==> src/rtl/parity_check_scheduler.sv <==
// Round-robin scheduler sharing one even/odd classifier among NUM_REQ requesters.
// Optional even/odd tally counters are built only when PARITY_STATS_EN is defined.
module parity_check_scheduler #(
    parameter int NUM_REQ = 4,
    parameter int DATA_W  = 4,
    parameter int CNT_W   = 8,
    parameter int ID_W    = 2
) (
    input  logic                      clk,
    input  logic                      rst,
    input  logic [NUM_REQ-1:0]        req_valid,
    input  logic [NUM_REQ*DATA_W-1:0] req_data,
    output logic [NUM_REQ-1:0]        req_ready,
    output logic                      resp_valid,
    input  logic                      resp_ready,
    output logic [ID_W-1:0]           resp_id,
    output logic [DATA_W-1:0]         resp_number,
    output logic                      resp_even,
    output logic                      busy,
    output logic [CNT_W-1:0]          even_count,
    output logic [CNT_W-1:0]          odd_count,
    output logic [1:0]                dbg_state
);

    // Handshakes: a transfer happens on a rising edge where valid & ready are both high;
    // valid never depends on ready, and resp_* payload is held while resp_valid waits.
    typedef enum logic [1:0] {
        IDLE  = 2'd0,
        CHECK = 2'd1,
        RESP  = 2'd2
    } state_t;

    state_t              state;
    state_t              next_state;
    logic [ID_W-1:0]     last_grant;
    logic [ID_W-1:0]     winner;
    logic                found;
    logic [DATA_W-1:0]   win_data;
    logic [DATA_W-1:0]   cap_number;
    logic [ID_W-1:0]     cap_id;
    logic                handshake;
    logic                resp_done;

    // Scan from the requester after the last winner, wrapping around.
    always_comb begin
        winner = '0;
        found  = 1'b0;
        for (int k = 1; k <= NUM_REQ; k++) begin
            if (!found && req_valid[(int'(last_grant) + k) % NUM_REQ]) begin
                found  = 1'b1;
                winner = ID_W'((int'(last_grant) + k) % NUM_REQ);
            end
        end
    end

    always_comb begin
        win_data  = '0;
        req_ready = '0;
        for (int i = 0; i < NUM_REQ; i++) begin
            if (int'(winner) == i) begin
                win_data     = req_data[i*DATA_W +: DATA_W];
                req_ready[i] = (state == IDLE) && found;
            end
        end
    end

    assign handshake = |(req_valid & req_ready);
    assign resp_done = resp_valid & resp_ready;
    assign busy      = (state != IDLE);
    assign dbg_state = state;

    always_ff @(posedge clk or posedge rst) begin
        if (rst) begin
            state <= IDLE;
        end else begin
            state <= next_state;
        end
    end

    always_comb begin
        next_state = state;
        case (state)
            IDLE:    if (handshake) next_state = CHECK;
            CHECK:   next_state = RESP;
            RESP:    if (resp_ready) next_state = IDLE;
            default: next_state = IDLE;
        endcase
    end

    always_ff @(posedge clk or posedge rst) begin
        if (rst) begin
            last_grant  <= ID_W'(NUM_REQ - 1);
            cap_number  <= '0;
            cap_id      <= '0;
            resp_valid  <= 1'b0;
            resp_id     <= '0;
            resp_number <= '0;
            resp_even   <= 1'b0;
        end else begin
            if (state == IDLE && handshake) begin
                cap_number <= win_data;
                cap_id     <= winner;
                last_grant <= winner;
            end
            if (state == CHECK) begin
                resp_even   <= ~cap_number[0];
                resp_number <= cap_number;
                resp_id     <= cap_id;
                resp_valid  <= 1'b1;
            end else if (state == RESP && resp_ready) begin
                resp_valid  <= 1'b0;
            end
        end
    end

`ifdef PARITY_STATS_EN
    logic [CNT_W-1:0] even_q;
    logic [CNT_W-1:0] odd_q;

    // Tallies stick at all-ones instead of wrapping.
    always_ff @(posedge clk or posedge rst) begin
        if (rst) begin
            even_q <= '0;
            odd_q  <= '0;
        end else if (resp_done) begin
            if (resp_even) begin
                if (even_q != {CNT_W{1'b1}}) even_q <= even_q + CNT_W'(1);
            end else begin
                if (odd_q != {CNT_W{1'b1}}) odd_q <= odd_q + CNT_W'(1);
            end
        end
    end

    assign even_count = even_q;
    assign odd_count  = odd_q;
`else
    assign even_count = '0;
    assign odd_count  = '0;
`endif

endmodule
==> config.mk <==
export PLATFORM = sky130hd
export DESIGN_NAME = parity_check_scheduler
export DESIGN_NICKNAME = d
export VERILOG_FILES = /design/src/rtl/parity_check_scheduler.sv
export SDC_FILE = /design/constraint.sdc
export NUM_CORES = 1
export LEC_CHECK = 0
export BUFFER_PORTS_ARGS = -buffer_cell sky130_fd_sc_hd__buf_2
export CORE_MARGIN = 4
export CORE_UTILIZATION = 48
export CTS_CLUSTER_SIZE = 25
export DETAILED_ROUTE_END_ITERATION = 16
export PLACE_DENSITY = 0.91
export RECOVER_POWER = 50
export SLEW_MARGIN = 20
export SYNTH_ARGS = -nofsm -noshare
export SYNTH_HDL_FRONTEND = slang
export SYNTH_SLANG_ARGS = --single-unit
==> constraint.sdc <==
create_clock -name clk -period 3.8 [get_ports clk]
set_input_delay 0.57 -clock clk [delete_from_list [all_inputs] [get_ports clk]]
set_output_delay 0.57 -clock clk [all_outputs]
set_load 0.005 [all_outputs]
==> impl_results.html <==
<table>
<tr><th>Metric</th><th>Value</th></tr>
<tr><th colspan="2">STA</th></tr>
<tr><td>Worst hold slack after final layout</td><td>between 300 and 400 ps</td></tr>
<tr><td>Post-route worst setup slack</td><td>1040 ps</td></tr>
<tr><td>RSZ-0062 raised after global routing</td><td>no</td></tr>
<tr><td>Transition time at the pin with the least slew margin</td><td>640 ps</td></tr>
<tr><td>Max Fclk</td><td>363 MHz</td></tr>
<tr><td>Number of hold violations in the final report</td><td>0</td></tr>
<tr><td>Setup-violating endpoint count in the final report</td><td>0</td></tr>
<tr><td>Max-slew violation count</td><td>0</td></tr>
<tr><td>Total Negative Setup Slacks</td><td>0 ps</td></tr>
<tr><td>Worst slew margin</td><td>0.573</td></tr>
<tr><td>Worst clock skew</td><td>5.26 ps</td></tr>
<tr><td>Final period utilization</td><td>0.725</td></tr>
<tr><td>Min Clock Period, post-route</td><td>2760 ps</td></tr>
<tr><th colspan="2">Routing</th></tr>
<tr><td>Post-detailed-route count of antenna-violating nets</td><td>0</td></tr>
<tr><td>1st-pass router iterations</td><td>4</td></tr>
<tr><td>Ratio of routed vias to standard cells</td><td>~5.1</td></tr>
<tr><td>Initial DRC count</td><td>24</td></tr>
<tr><td>Total wirelength of the detailed-routed design</td><td>2220 um</td></tr>
<tr><td>Drt wl/cell</td><td>12.7 um</td></tr>
<tr><td>Via count of the routed design</td><td>893</td></tr>
<tr><td>Remaining DRCs</td><td>0</td></tr>
<tr><th colspan="2">Clock tree</th></tr>
<tr><td>Clock sink total</td><td>18</td></tr>
<tr><td>Clock Root Buffer</td><td>sky130_fd_sc_hd__clkbuf_4</td></tr>
<tr><td>Clock slew at reported path FFs</td><td>100 ps</td></tr>
<tr><td>Number of buffers on the longest clock path</td><td>2</td></tr>
<tr><td>CTS tree</td><td>done</td></tr>
<tr><td>Total clock buffers created by CTS</td><td>3</td></tr>
<tr><td>Post-CTS setup-driven buffer insertion count</td><td>0</td></tr>
<tr><td>H-tree depth</td><td>1</td></tr>
<tr><td>Count of cells resized by post-cts repair</td><td>0</td></tr>
<tr><td># hold bufs at CTS</td><td>0</td></tr>
<tr><td>Insertion delay to the later sink of the worst-skew pair</td><td>290 ps</td></tr>
<tr><th colspan="2">Status</th></tr>
<tr><td>Run status</td><td>finished, final reports clean</td></tr>
<tr><th colspan="2">Global routing</th></tr>
<tr><td>Antenna violations before repair</td><td>0</td></tr>
<tr><td>Global-route wire length before repair</td><td>3690 um</td></tr>
<tr><td>Total Routing Usage GR</td><td>0.148</td></tr>
<tr><td>Via count of the first global-routing pass</td><td>859</td></tr>
<tr><td>Largest net degree at the start of global routing</td><td>19</td></tr>
<tr><td>Total global routing overflow</td><td>0</td></tr>
<tr><th colspan="2">Floorplanning</th></tr>
<tr><td>Die area</td><td>0.00306 mm2</td></tr>
<tr><td>Rows</td><td>16</td></tr>
<tr><td>Starting Density</td><td>0.526</td></tr>
<tr><td>Core box area</td><td>0.00204 mm2</td></tr>
<tr><td>Chip Height</td><td>about 55 um</td></tr>
<tr><td>I/O pin cnt</td><td>54</td></tr>
<tr><td>Horizontal die dimension</td><td>55.3 um</td></tr>
<tr><th colspan="2">Synthesis</th></tr>
<tr><td>Number of storage elements in the synthesis netlist</td><td>18</td></tr>
<tr><td>Avg Inst Size Synth</td><td>9.76 um2</td></tr>
<tr><td>Synth Warn #</td><td>0</td></tr>
<tr><td>Simple-gate area share of the yosys netlist</td><td>0.161</td></tr>
<tr><td>Number of distinct standard cells referenced by the synthesized netlist</td><td>32</td></tr>
<tr><td>Xor/xnor cell area share of the yosys netlist</td><td>0</td></tr>
<tr><td>Netlist area before placement</td><td>0.00107 mm2</td></tr>
<tr><td>Portion of netlist area occupied by mux cells</td><td>0.100</td></tr>
<tr><td>Fraction of the mapped netlist area in adder cells</td><td>0</td></tr>
<tr><td>Gate Count Post-Synth</td><td>110</td></tr>
<tr><td>Synth Area in Compound Gates</td><td>0.177</td></tr>
<tr><td>Combinational family with the most area after synthesis</td><td>compound AO/OA/AOI/OAI gates</td></tr>
<tr><td>Proportion of synthesized chip area in sequential cells</td><td>0.422</td></tr>
<tr><th colspan="2">Finish</th></tr>
<tr><td>Commonest cells after routing, fill and taps aside</td><td>sky130_fd_sc_hd__buf_2 (37), sky130_fd_sc_hd__conb_1 (16), sky130_fd_sc_hd__dfrtp_1 (16), sky130_fd_sc_hd__nand2_1 (10), sky130_fd_sc_hd__nor2_1 (8)</td></tr>
<tr><td>Multi-input gate area in the final layout</td><td>531 um2</td></tr>
<tr><td>Sequential cell area</td><td>453 um2</td></tr>
<tr><td>P&amp;R area growth vs syn</td><td>16.2%</td></tr>
<tr><td>Fin nets</td><td>~170</td></tr>
<tr><td>Layout cells sized above 1</td><td>0.358</td></tr>
<tr><td>Number of fillers in the final layout</td><td>between 150 and 200</td></tr>
<tr><td>Most common library cell in the layout ignoring fill and taps</td><td>sky130_fd_sc_hd__buf_2</td></tr>
<tr><td>Antenna fix cells</td><td>0</td></tr>
<tr><th colspan="2">Power and ir drop</th></tr>
<tr><td>Largest voltage drop on the vdd net</td><td>0.380 mV</td></tr>
<tr><td>PwrDens</td><td>707 mW/mm2</td></tr>
<tr><td>Total leakage power</td><td>0.000647 uW</td></tr>
<tr><th colspan="2">Placed design</th></tr>
<tr><td>GP Congestion</td><td>0.831</td></tr>
<tr><td>Worst setup timing slack at the placement stage</td><td>1260 ps</td></tr>
<tr><td>IO Port Bufs</td><td>37</td></tr>
<tr><td>Detailed-placement wirelength estimate</td><td>1840 um</td></tr>
<tr><th colspan="2">Worst setup path</th></tr>
<tr><td>Endpoint arrival time on the critical path</td><td>2190 ps</td></tr>
<tr><td>Peak per-stage delay on the critical path</td><td>580 ps</td></tr>
<tr><td>Worst path cell trace</td><td>nand2b_1 -&gt; o22ai_1 -&gt; a21oi_1 -&gt; nand2_1 -&gt; nor2_1 -&gt; buf_2</td></tr>
<tr><td>Maximum fanout along the worst path</td><td>8</td></tr>
<tr><td>Sort of element at the start of the critical path</td><td>flop</td></tr>
<tr><td>Category of the worst setup path capture point</td><td>output port</td></tr>
<tr><td>Required time of the critical path</td><td>3230 ps</td></tr>
<tr><td>Worst reg2reg path depth</td><td>5</td></tr>
<tr><td>Master of the slowest instance on the critical path</td><td>sky130_fd_sc_hd__dfstp_2</td></tr>
<tr><td>Crit path kind</td><td>flop to output port</td></tr>
<tr><th colspan="2">Flow run</th></tr>
<tr><td>Count of maximum capacitance violations</td><td>0</td></tr>
<tr><th colspan="2">Hold path</th></tr>
<tr><td>Worst min path class</td><td>primary input to async pin</td></tr>
</table>
## sequential cells by signal (all words and copies together), names as in the netlist
register     flops
resp_valid       1
cap_id           2
resp_even        1
resp_id          2
last_grant       2
cap_number       4
resp_number      4
dbg_state        2
## cells by family (layout without fill, tap and decap cells)
logic type	after synthesis	after routing
multiplexers	10	10
flip-flops	18	18
AO/OA/AOI/OAI	26	26
AND/OR/NAND/NOR	32	32
other	1	16
buffers and inverters	23	46
## worst paths after layout
kind | slack, ps | to | start
worst max-delay path | 1040 | req_ready[2] | last_grant[0]$_DFFE_PP1P_
worst min-delay path | 350 | resp_even$_DFFE_PP0P_ | rst
worst max register to register | 1860 | cap_number[1]$_DFFE_PP0P_ | last_grant[0]$_DFFE_PP1P_
worst min register to register | 490 | cap_id[1]$_DFFE_PP0P_ | cap_id[1]$_DFFE_PP0P_
max in group asynchronous | 3040 | resp_valid$_DFFE_PP0P_ | rst
min in group clk | 480 | dbg_state[1]$_DFFE_PP0P_ | resp_ready
## Yosys cell counts
library cell	number	area, um2
sky130_fd_sc_hd__dfstp_2	2	52.6
sky130_fd_sc_hd__nor3_4	1	16.3
sky130_fd_sc_hd__dfrtp_1	16	400
sky130_fd_sc_hd__buf_4	16	120
sky130_fd_sc_hd__o31a_1	1	8.76
sky130_fd_sc_hd__nand2_1	10	37.5
sky130_fd_sc_hd__nand4_1	3	18.8
sky130_fd_sc_hd__nor2b_4	1	13.8
sky130_fd_sc_hd__inv_1	4	15.0
sky130_fd_sc_hd__o211ai_1	4	30.0
sky130_fd_sc_hd__o21ai_1	1	5.00
sky130_fd_sc_hd__a2bb2oi_1	1	8.76
sky130_fd_sc_hd__nor2_1	8	30.0
sky130_fd_sc_hd__conb_1	1	3.75
sky130_fd_sc_hd__mux2_2	6	67.6
sky130_fd_sc_hd__a21oi_1	4	20.0
sky130_fd_sc_hd__inv_2	1	3.75
sky130_fd_sc_hd__nor3_1	2	10.0
sky130_fd_sc_hd__and4_1	1	8.76
sky130_fd_sc_hd__o21a_2	1	8.76
sky130_fd_sc_hd__mux2i_1	4	40.0
sky130_fd_sc_hd__o311ai_1	1	8.76
sky130_fd_sc_hd__clkbuf_1	2	7.51
sky130_fd_sc_hd__nor2b_1	1	6.26
sky130_fd_sc_hd__o22ai_1	1	6.26
sky130_fd_sc_hd__o31ai_1	3	22.5
sky130_fd_sc_hd__or2_1	1	6.26
sky130_fd_sc_hd__o21ai_0	3	15.0
sky130_fd_sc_hd__a21o_1	2	15.0
sky130_fd_sc_hd__nand2b_1	4	25.0
sky130_fd_sc_hd__a211o_1	3	26.3
sky130_fd_sc_hd__o21a_4	1	15.0
## critical path: cells and delay by family, from the launching register on
family / cells / cell delay [ps]
AO/OA/AOI/OAI: 2 / 570
buffers and inverters: 1 / 130
flip-flops: 1 / 580
AND/OR/NAND/NOR: 3 / 610
## layout make-up
cell class                      instances  share of cell area
Inverter                                5              0.0150
Sequential cell                        18               0.363
Tap cell                               27              0.0271
Clock buffer                            4              0.0211
Multi-Input combinational cell         84               0.425
Timing Repair Buffer                   37               0.148
## where the power goes
part	internal (uW)	leakage (uW)	switching [uW]
Combinational	202	0.000418	228
Sequential	296	0.000214	60.1
Clock	40.8	0.0000150	54.9
## per-stage QoR
stage / util / area, um2 / std cells / power (uW)
global placement: 0.598 / 1220 / 171 / 774
global route: 0.611 / 1250 / 175 / 958
finish: 0.611 / 1250 / 175 / 882
floorplan: - / 1130 / 125 / 664
CTS: 0.611 / 1250 / 175 / 890
detailed placement: 0.598 / 1220 / 171 / 795
## metal layers
metal | part of all wire | up-vias | GRT usage
met4 | 0.0085 | 0 | 0.0625
li1 | - | 431 | -
met1 | 0.40 | 419 | 0.169
met5 | 0 | - | 0
met2 | 0.51 | 39 | 0.258
met3 | 0.086 | 4 | 0.0373
Power figures use the tool's default switching activity.
